[config.mk]
export PLATFORM = sky130hd
export DESIGN_NAME = jlsemi_util_clkdiv_mux
export DESIGN_NICKNAME = d
export VERILOG_FILES = /design/src/rtl/jlsemi_util_clk_pkg.sv /design/src/rtl/jlsemi_cell_clk_mux_cell.sv /design/src/rtl/jlsemi_util_clkdiv_mux.sv
export SDC_FILE = /design/constraint.sdc
export NUM_CORES = 1
export LEC_CHECK = 0
export ABC_AREA = 0
export CAP_MARGIN = 20
export CORE_UTILIZATION = 48
export DETAILED_ROUTE_END_ITERATION = 7
export PLACE_DENSITY = 0.75
export SYNTH_ARGS = -nofsm -noshare
export SYNTH_HDL_FRONTEND = slang
export SYNTH_SLANG_ARGS = --single-unit
[constraint.sdc]
create_clock -name clk_i -period 5.4 [get_ports clk_i]
set_input_delay 1.62 -clock clk_i [delete_from_list [all_inputs] [get_ports clk_i]]
set_output_delay 1.62 -clock clk_i [all_outputs]
set_load 0.005 [all_outputs]
[src/rtl/jlsemi_util_clk_pkg.sv]
// Shared types and helpers for the clock-util layer: switch FSM states,
// the minimum divide ratio and the ratio clamp.
package jlsemi_util_clk_pkg;

  typedef enum logic [0:0] {
    ST_RUN  = 1'b0,
    ST_PEND = 1'b1
  } clk_sw_state_e;

  localparam int unsigned DIV_MIN = 2;

  // Ratios below DIV_MIN cannot form a high and a low phase, so they are raised to DIV_MIN.
  function automatic int unsigned clamp_ratio(input int unsigned field);
    return (field < DIV_MIN) ? DIV_MIN : field;
  endfunction

endpackage

[src/rtl/jlsemi_cell_clk_mux_cell.sv]
// Final clock-mux cell: selects the divided clock or the raw clock for DFT.
// Stands in for the hardened library mux in synthesis builds.
module jlsemi_cell_clk_mux_cell (
  input  logic i0,
  input  logic i1,
  input  logic s,
  output logic z
);

  // Plain two-input select; the library cell provides the glitch-safe implementation.
  assign z = s ? i1 : i0;

endmodule

[src/rtl/jlsemi_util_clkdiv_mux.sv]
// Glitch-free programmable clock divider with source selection.
// Ratio/source changes land only on a period boundary; DFT bypasses to clk_i.
module jlsemi_util_clkdiv_mux
  import jlsemi_util_clk_pkg::*;
#(
  parameter int NUM_SRC = 4,
  parameter int SEL_W   = 2,
  parameter int DIV_W   = 8,
  parameter int RST_SEL = 0
) (
  input  logic                     clk_i,
  input  logic                     rst_n_i,
  input  logic [SEL_W-1:0]         sel_i,
  input  logic [NUM_SRC*DIV_W-1:0] div_ratio_i,
  input  logic                     dft_test_clk_en,
  output logic                     clk_o,
  output logic                     clk_en_o,
  output logic [SEL_W-1:0]         sel_active_o,
  output logic                     switch_busy_o
);

  localparam int                 NUM_SLOT  = 2 ** SEL_W;
  localparam logic [SEL_W-1:0]   RST_SEL_W = SEL_W'(RST_SEL);
  localparam logic [SEL_W:0]     NUM_SRC_W = (SEL_W + 1)'(NUM_SRC);

  clk_sw_state_e    state, state_nxt;
  logic [DIV_W-1:0] cnt, cnt_nxt;
  logic [DIV_W-1:0] ratio_cur, ratio_nxt;
  logic [SEL_W-1:0] sel_cur, sel_cur_nxt;
  logic [SEL_W-1:0] sel_pend, sel_pend_nxt;
  logic [SEL_W-1:0] sel_tgt;
  logic             div_q, div_nxt;
  logic             en_q, en_nxt;
  logic             sel_legal;
  logic             wrap;
  logic [DIV_W:0]   half_nxt;
  logic [DIV_W-1:0] ratio_tab [NUM_SLOT];

  // Clamped ratio per selectable index; unused indices read as the minimum ratio.
  always_comb begin
    for (int k = 0; k < NUM_SLOT; k++) ratio_tab[k] = DIV_W'(DIV_MIN);
    for (int k = 0; k < NUM_SRC; k++)
      ratio_tab[k] = DIV_W'(clamp_ratio(32'(div_ratio_i[k*DIV_W +: DIV_W])));
  end

  assign sel_legal = {1'b0, sel_i} < NUM_SRC_W;
  assign wrap      = (cnt == ratio_cur - DIV_W'(1));

  // Next-state: period counter, ratio reload at wrap, switch FSM and DFT override.
  always_comb begin
    // NOTE: every signal gets a default before any branch, so no path can infer a latch.
    state_nxt    = state;
    sel_cur_nxt  = sel_cur;
    sel_pend_nxt = sel_pend;
    ratio_nxt    = ratio_cur;
    cnt_nxt      = wrap ? '0 : cnt + DIV_W'(1);
    en_nxt       = wrap;
    sel_tgt      = sel_legal ? sel_i : sel_pend;

    if (dft_test_clk_en) begin
      // Counter parked at 0 so a fresh period starts the moment bypass is released.
      state_nxt    = ST_RUN;
      cnt_nxt      = '0;
      en_nxt       = 1'b1;
      if (sel_legal) sel_cur_nxt = sel_i;
      sel_pend_nxt = sel_cur_nxt;
      ratio_nxt    = ratio_tab[sel_cur_nxt];
    end else begin
      unique case (state)
        ST_RUN: begin
          // A request seen on a wrap cycle waits for the following wrap.
          if (sel_legal && (sel_i != sel_cur)) begin
            state_nxt    = ST_PEND;
            sel_pend_nxt = sel_i;
          end
          if (wrap) ratio_nxt = ratio_tab[sel_cur];
        end
        ST_PEND: begin
          sel_pend_nxt = sel_tgt;
          if (sel_tgt == sel_cur) begin
            state_nxt = ST_RUN;
            if (wrap) ratio_nxt = ratio_tab[sel_cur];
          end else if (wrap) begin
            state_nxt   = ST_RUN;
            sel_cur_nxt = sel_tgt;
            ratio_nxt   = ratio_tab[sel_tgt];
          end
        end
        default: state_nxt = ST_RUN;
      endcase
    end

    // High phase first, ceil(R/2) cycles, using the ratio of the period cnt_nxt belongs to.
    half_nxt = ({1'b0, ratio_nxt} + (DIV_W + 1)'(1)) >> 1;
    div_nxt  = ({1'b0, cnt_nxt} < half_nxt);
  end

  // State registers with synchronous active-low reset.
  always_ff @(posedge clk_i) begin
    // NOTE: sequential state uses non-blocking assignments so all registers update together.
    if (!rst_n_i) begin
      state     <= ST_RUN;
      cnt       <= '0;
      ratio_cur <= DIV_W'(DIV_MIN);
      sel_cur   <= RST_SEL_W;
      sel_pend  <= RST_SEL_W;
      div_q     <= 1'b0;
      en_q      <= 1'b0;
    end else begin
      state     <= state_nxt;
      cnt       <= cnt_nxt;
      ratio_cur <= ratio_nxt;
      sel_cur   <= sel_cur_nxt;
      sel_pend  <= sel_pend_nxt;
      div_q     <= div_nxt;
      en_q      <= en_nxt;
    end
  end

  assign clk_en_o      = en_q | dft_test_clk_en;
  assign sel_active_o  = sel_cur;
  assign switch_busy_o = (state == ST_PEND) & ~dft_test_clk_en;

`ifdef JL_SYNTHESIS
  jlsemi_cell_clk_mux_cell u_clk_mux (
    .i0 (div_q),
    .i1 (clk_i),
    .s  (dft_test_clk_en),
    .z  (clk_o)
  );
`else
  assign clk_o = dft_test_clk_en ? clk_i : div_q;
`endif

endmodule

==> flow_summary.json, run 1 <==
{
  "slew_headroom": 0.564,
  "fin_cells": 320,
  "worst_ir_drop_vdd_v": 0.000190,
  "synth_compound_area_frac": 0.131,
  "synth_mux_area_frac": 0.226,
  "synth_seq_area_share": 0.201,
  "avgRoutedWirePerCell_um": 16.7,
  "register_area_um2": 420,
  "fillerInstances": 355,
  "r2r_start": "ratio_cur[0]",
  "synth_top_family_by_area": "simple AND/OR/NAND/NOR gates",
  "fin_util": 0.659,
  "synthArstFlopShare": 0,
  "dp_hpwl_mm": 4.26,
  "outcome": "finished, final reports clean",
  "cellPowerDensity_nw_per_um2": 211,
  "postRouteAntennaNets": 0,
  "synth_adder_area_share": 0.0598,
  "synthXorXnorAreaFrac": 0.0999,
  "die_y_um": 68,
  "grt_max_degree": 22,
  "synth_warnings": 0,
  "synth_area_per_cell_um2": 9.33,
  "nets": 318,
  "cp.required_ps": 3780,
  "crit_fanout": 2,
  "synth_area_um2": 2090,
  "grt_overflow": 0,
  "die_w_um": 68,
  "diodes": 0,
  "clk_pin_slew_ps": 80,
  "crit_path_end_kind": "primary output",
  "multiInputGateArea_um2": 1610,
  "finalMaxSlewViolations": 0,
  "synth_edf_count": 0,
  "cap_violations": 0,
  "start_util": 0.512,
  "path_class": "clk -> out",
  "rr_endpoint": "div_q",
  "leakage_nw": 1.03,
  "cts_hold_buf": 0,
  "row_count": 23,
  "cts_tree": "done",
  "vias": 1927,
  "synth-simple-area-share": 0.245,
  "min_path_type": "reg -> reg",
  "coreArea_um2": 4090,
  "die_area_um2": 4620,
  "worstSetupStartpointType": "clock port",
  "drtIter0Drc": 92,
  "synth_cells": 224,
  "io_buffers": 41,
  "finalSetupTns_ps": 0,
  "grt_usage": 0.263,
  "synth.distinct_cells": 50,
  "finalWirelength_mm": 5.35,
  "clock_skew_ps": 11.0,
  "syn-num-nets": 271,
  "ys_seq_elements": 21,
  "rr_worst_depth": 18,
  "ff2ff_setup_slack_ps": 960,
  "hold_start": "state",
  "antenna_found_initial": 0,
  "grt_pass1_wl_mm": 8.77,
  "syn_to_final_growth_pct": 28.8,
  "hold-path-endpoint": "state",
  "hold_viol_final": 0,
  "io_pins": 42,
  "viasPerCell": 6.02,
  "firstDrtPassIters": 4,
  "place_congestion": 0.908,
  "crit_arrival_ps": 3610,
  "grt_pass1_vias": 1847,
  "max_slew.worst_pin.slew_ps": 648,
  "drc": 0,
  "dp.cells": 312,
  "synth_top_flop_cell": "dfxtp_1",
  "drive_above_1_share": 0.181,
  "setup_violations": 0,
  "whs_path_depth": 1,
  "clk-insertion-delay-late_ps": 380
}
## registers in the layout, summed over array words and instances (netlist names)
signal	cells
ratio_cur	8
sel_active_o	2
en_q	1
cnt	8
div_q	1
state	1
## cell families after synthesis
| group | after synthesis |
|---|---|
| AO/OA/AOI/OAI | 35 |
| XOR/XNOR | 23 |
| flip-flops | 21 |
| AND/OR/NAND/NOR | 88 |
| buffers and inverters | 20 |
| adder cells (fa/ha/maj) | 10 |
| multiplexers | 27 |
## power breakdown
group	internal, W	switching, W
logic	0.000112	0.0000970
registers	0.000165	0.0000170
clock network	0.000109	0.0000685
## per-stage QoR
| stage | setup WS, ps | total power (W) | hold WS [ps] | instance area (µm²) |
|---|---|---|---|---|
| 6_report | 167 | 0.000569 | 472 | 2690 |
| 4_1_cts | 154 | 0.000568 | 479 | 2670 |
| 3_5_place_dp | -89.1 | 0.000400 | 467 | 2580 |
| 2_1_floorplan | 661 | 0.000320 | 440 | 2090 |
| 5_1_grt | -14.2 | 0.000604 | 510 | 2690 |
| 3_3_place_gp | 93.6 | 0.000396 | 463 | 2580 |
## critical path: stages
cell and delay [ps]:
clkbuf_8 110, clkbuf_8 110, mux2_2 250, clkdlybuf4s50_1 440
## synth_stat cells, types with 4 or more instances
cell       n  area share
inv_1      9       0.016
nor3_1     7       0.017
nor2b_1    5       0.015
nand3_1   12       0.029
mux2i_1   10       0.048
nand2_1   10       0.018
and3_1     5       0.015
ha_1      10       0.060
o21ai_0    4      0.0096
xor2_1    11       0.046
mux4_2    16        0.17
clkbuf_1   7       0.013
nor2_1    14       0.025
dfxtp_1   21        0.20
and2_1    15       0.045
a21oi_1    8       0.019
xnor2_1   11       0.046
## how the worst max path moves through the flow
stage,from,to
detailed placement,div_ratio_i[14],div_q
finish,clk_i,clk_o
CTS,clk_i,clk_o
floorplan,div_ratio_i[31],div_q
global route,div_ratio_i[14],div_q
global placement,div_ratio_i[14],div_q
## timing repair
action | CTS | global route
hold endpoints to repair | 0 | 0
endpoints found under the setup margin | 0 | 1
gates resized for setup | 0 | 5
setup buffers | 0 | 1
## cells in the final DEF, fill, tap and decap left out, types with 2 or more instances in the layout
cell,synthesis,layout
clkbuf_8,0,6
nor2_1,14,14
mux2i_1,10,9
and3_1,5,5
or2_2,2,2
clkdlybuf4s50_1,0,41
dfxtp_1,21,21
nor2b_1,5,5
nor3_1,7,6
nand3_1,12,12
xnor2_1,11,11
nor3_2,1,2
inv_1,9,9
a21boi_0,2,2
a21oi_1,8,8
nor4_1,3,3
nand2b_1,2,2
and2_1,15,15
o21ai_0,4,4
a221o_1,3,3
nand2_1,10,10
ha_1,10,10
o41ai_1,3,3
a21o_1,3,3
xor2_1,11,11
or4_4,1,3
o21bai_1,2,2
mux4_2,16,16
buf_4,0,9
## cell type report
cell class	instances	area share
clock buffers	7	0.0344
inverters	9	0.0125
flip-flops and latches	21	0.156
multi-input cells	183	0.598
well taps	50	0.0232
repair buffers	49	0.174
clock inverters	1	0.00186
## routing by layer
layer	vias up	routed length [µm]	GRT usage
met4	0	34	0.0599
met5	-	0	0
met3	6	342	0.0967
met2	53	2570	0.412
met1	935	2400	0.342
li1	933	-	-
No activity file was read; power rests on OpenSTA's default activity.
==> inputs of run 2 (changes only) <==
CORE_MARGIN = 4   (was default)
CORE_UTILIZATION = 55   (was 48)
PLACE_DENSITY = 0.85   (was 0.75)
clock period = 6.2 ns   (was 5.4 ns; I/O delays follow)
==> run 2 against run 1 <==
Effect of this change:
- die area rose by 4.9%
- total power down 16%
- count of clock-buffer cells in the layout stayed put
- via count down 0.99%
- global-route usage shrank 3.7 points
- combinational power is 18% lower
- non-clock buffer count shrank 7
- worst setup slack improved by 150 ps
- first-iteration DRC count is 4.3% lower
- sequential power decreased by 13%
- hold slack better by 30 ps
- routed wire length decreased by 2.2%
==> flow_summary.json, run 2 (synthesized netlist as in run 1, its figures left out) <==
{
  "outcome": "finished, final reports clean",
  "place_congestion": 0.878,
  "rr_endpoint": "div_q",
  "dp.cells": 304,
  "rsz0062_at_grt": "false",
  "cts_resized": 0,
  "finalMaxSlewViolations": 0,
  "layout_commonest_cell": "clkdlybuf4s50_1",
  "slew_headroom": 0.519,
  "register_area_um2": 420,
  "leakage_nw": 0.993,
  "crit_arrival_ps": 4020,
  "grt_max_degree": 22,
  "coreArea_um2": 3660,
  "fin_cells": 311,
  "crit_path_end_kind": "primary output",
  "syn_to_final_growth_pct": 25.3,
  "max_slew.worst_pin.slew_ps": 712,
  "r2r_start": "ratio_cur[0]",
  "grt_usage": 0.226,
  "postCtsSetupRepairBufs": 0,
  "die_area_um2": 4850,
  "worst_ir_drop_vdd_v": 0.000126,
  "cap_violations": 0,
  "min_path_type": "reg -> reg",
  "setup_violations": 0,
  "hold_viol_final": 0,
  "drive_above_1_share": 0.141,
  "antenna_found_initial": 0,
  "grt_pass1_wl_mm": 8.92,
  "cts_tree": "done",
  "rr_worst_depth": 16,
  "die_w_um": 69.7,
  "fillerInstances": 271,
  "clock_skew_ps": 2.44,
  "clk_pin_slew_ps": 80,
  "whs_path_depth": 1,
  "final_cell_mix": "clkdlybuf4s50_1, dfxtp_1, mux4_2",
  "avgRoutedWirePerCell_um": 16.8,
  "diodes": 0,
  "die_y_um": 69.7,
  "postRouteAntennaNets": 0,
  "ff2ff_setup_slack_ps": 1730,
  "vias": 1908,
  "finalWirelength_mm": 5.23,
  "viasPerCell": 6.14,
  "io_buffers": 41,
  "hold-worst-slack_ps": 503,
  "path_class": "clk -> out",
  "row_count": 22,
  "cp.required_ps": 4340,
  "dp_hpwl_mm": 4.20,
  "drc": 0,
  "hold-path-endpoint": "state",
  "crit_fanout": 2,
  "hold_start": "state",
  "multiInputGateArea_um2": 1590,
  "cts_hold_buf": 0,
  "io_pins": 42,
  "nets": 311,
  "drtIter0Drc": 88,
  "grt_overflow": 0,
  "worstSetupStartpointType": "clock port",
  "finalSetupTns_ps": 0,
  "cellPowerDensity_nw_per_um2": 183,
  "grt_pass1_vias": 2029,
  "firstDrtPassIters": 4,
  "start_util": 0.571,
  "clk-insertion-delay-late_ps": 360
}
-- run 2: changes by cell type in the layout (fill, tap and decap cells not counted), sizes merged --
cell	change
buf	-7
-- run 2: routing by layer --
| layer | GRT usage | vias to the layer above | part of all wire |
|---|---|---|---|
| met5 | 0 | - | 0 |
| met4 | 0.119 | 0 | 0.040 |
| met3 | 0.0493 | 20 | 0.064 |
| met2 | 0.390 | 79 | 0.49 |
| met1 | 0.260 | 888 | 0.40 |
| li1 | - | 921 | - |
-- run 2: how the worst max path moves through the flow --
| stage | depth (start not counted) | endpoint | start |
|---|---|---|---|
| global route | 4 | clk_o | clk_i |
| floorplan | 1 | clk_o | clk_i |
| finish | 4 | clk_o | clk_i |
| CTS | 4 | clk_o | clk_i |
| detailed placement | 16 | div_q | div_ratio_i[22] |
| global placement | 2 | clk_o | clk_i |
-- run 2: layout make-up --
class,count,area share
inverters,9,0.0129
clock buffers,7,0.0354
flip-flops and latches,21,0.161
repair buffers,42,0.159
well taps,48,0.0229
clock inverters,1,0.00191
multi-input cells,183,0.608
-- run 2: critical path, cell delays in order --
cell	delay (ps)
clkbuf_8	110
clkbuf_8	110
mux2_2	260
clkdlybuf4s50_1	450
-- run 2: where the power goes --
part	switching [W]	internal (W)	leakage, nW	total [W]
registers	0.0000148	0.000143	0.172	0.000158
clock network	0.0000549	0.0000947	0.0549	0.000150
logic	0.0000802	0.0000904	0.766	0.000171
-- run 2: through the flow --
step                      setup WS (ps)  total power (W)  instance area (µm²)   util
after detailed placement            474         0.000341                 2530  0.691
final                               316         0.000478                 2620  0.715
after global routing                284         0.000505                 2620  0.715
after global placement              569         0.000337                 2530  0.691
after CTS                           305         0.000479                 2620  0.715
after floorplan                     985         0.000278                 2090      -
==> inputs of run 3 (changes only) <==
MAX_ROUTING_LAYER = met4   (was default)
TNS_END_PERCENT = 10   (was default)
==> run 3 against run 2 <==
Effect of this change:
- total power about the same
- routed wire length is 0.27% higher
- global-route usage is 0.63 points higher
- via count is 0.37% lower
- die area stayed put
- non-clock buffer count stayed put
- highest routed layer unchanged
==> flow_summary.json, run 3 (synthesized netlist as in run 1, its figures left out) <==
{
  "outcome": "finished, final reports clean",
  "cts_tree": "done",
  "die_w_um": 69.7,
  "rr_worst_depth": 16,
  "finalMaxSlewViolations": 0,
  "cts_hold_buf": 0,
  "r2r_start": "ratio_cur[0]",
  "avgRoutedWirePerCell_um": 16.9,
  "grt_use_met2": 0.391,
  "setup_violations": 0,
  "grt_max_degree": 22,
  "hold_start": "state",
  "start_util": 0.571,
  "leakage_nw": 0.993,
  "die_y_um": 69.7,
  "drc": 0,
  "cellPowerDensity_nw_per_um2": 183,
  "postRouteAntennaNets": 0,
  "top_usage_layer": "met2",
  "io_pins": 42,
  "syn_to_final_growth_pct": 25.3,
  "crit_arrival_ps": 4020,
  "coreArea_um2": 3660,
  "rsz0062_at_grt": "false",
  "drtIter0Drc": 121,
  "slew_headroom": 0.525,
  "dpl_cell_area_um2": 2530,
  "crit_fanout": 2,
  "layout_setup_ws_ps": 316,
  "crit_path_end_kind": "primary output",
  "fin_cells": 311,
  "hold-path-endpoint": "state",
  "worstSetupStartpointType": "clock port",
  "hold_viol_final": 0,
  "met3_usage": 0.0391,
  "layout_commonest_cell": "clkdlybuf4s50_1",
  "clk-insertion-delay-late_ps": 360,
  "fin_area_um2": 2620,
  "max_slew.worst_pin.slew_ps": 704,
  "nets": 311,
  "grt_usage": 0.232,
  "dp_hpwl_mm": 4.20,
  "grt_overflow": 0,
  "diodes": 0,
  "ff2ff_setup_slack_ps": 1730,
  "min_path_type": "reg -> reg",
  "fillerInstances": 271,
  "place_congestion": 0.893,
  "final_cell_mix": "clkdlybuf4s50_1, dfxtp_1, mux4_2",
  "grt_pass1_wl_mm": 8.91,
  "whs_path_depth": 1,
  "cp.required_ps": 4340,
  "path_class": "clk -> out",
  "dp.cells": 304,
  "io_buffers": 41,
  "grt_pass1_vias": 2027,
  "finalSetupTns_ps": 0,
  "use_met1": 0.265,
  "clock_skew_ps": 2.32,
  "die_area_um2": 4850,
  "dp_worst_setup_slack_ps": 474,
  "row_count": 22,
  "clk_pin_slew_ps": 80,
  "postCtsSetupRepairBufs": 0,
  "viasPerCell": 6.11,
  "worst_ir_drop_vdd_v": 0.000126,
  "finalWirelength_mm": 5.25,
  "cts_resized": 0,
  "rr_endpoint": "div_q",
  "drive_above_1_share": 0.141,
  "vias": 1901,
  "firstDrtPassIters": 4,
  "cap_violations": 0,
  "antenna_found_initial": 0
}
-- run 3: cell counts in the layout (fill, tap and decap cells not counted) --
No cell type changed its count.
-- run 3: area by class of cell --
cell class / instances / area, µm² / share of cell area
flip-flops and latches: 21 / 420 / 0.161
well taps: 48 / 60.1 / 0.0229
clock inverters: 1 / 5.00 / 0.00191
multi-input cells: 183 / 1590 / 0.608
inverters: 9 / 33.8 / 0.0129
repair buffers: 42 / 415 / 0.159
clock buffers: 7 / 92.6 / 0.0354
-- run 3: worst max-delay path, cell delays in order --
cell and delay [ps]:
clkbuf_8 110, clkbuf_8 110, mux2_2 260, clkdlybuf4s50_1 450
-- run 3: layer usage --
layer | share of wire | routed length [µm]
met3 | 0.057 | 297
met5 | 0 | 0
met1 | 0.41 | 2150
met2 | 0.50 | 2610
met4 | 0.037 | 194
-- run 3: through the flow --
step           hold slack [ps]  utilization  total power [W]
3_3_place_gp               482        0.691         0.000337
3_5_place_dp               481        0.691         0.000341
4_1_cts                    498        0.715         0.000479
2_1_floorplan              440            -         0.000278
5_1_grt                    525        0.715         0.000505
6_report                   502        0.715         0.000478
-- run 3: worst max-delay path by stage --
stage | start | end
2_1_floorplan | clk_i | clk_o
3_3_place_gp | clk_i | clk_o
3_5_place_dp | div_ratio_i[22] | div_q
4_1_cts | clk_i | clk_o
5_1_grt | clk_i | clk_o
6_report | clk_i | clk_o
-- run 3: power breakdown --
part,total (W),switching (W),internal (W)
Combinational,0.000171,0.0000803,0.0000904
Clock,0.000150,0.0000550,0.0000947
Sequential,0.000158,0.0000147,0.000143
Total,0.000478,0.000150,0.000328
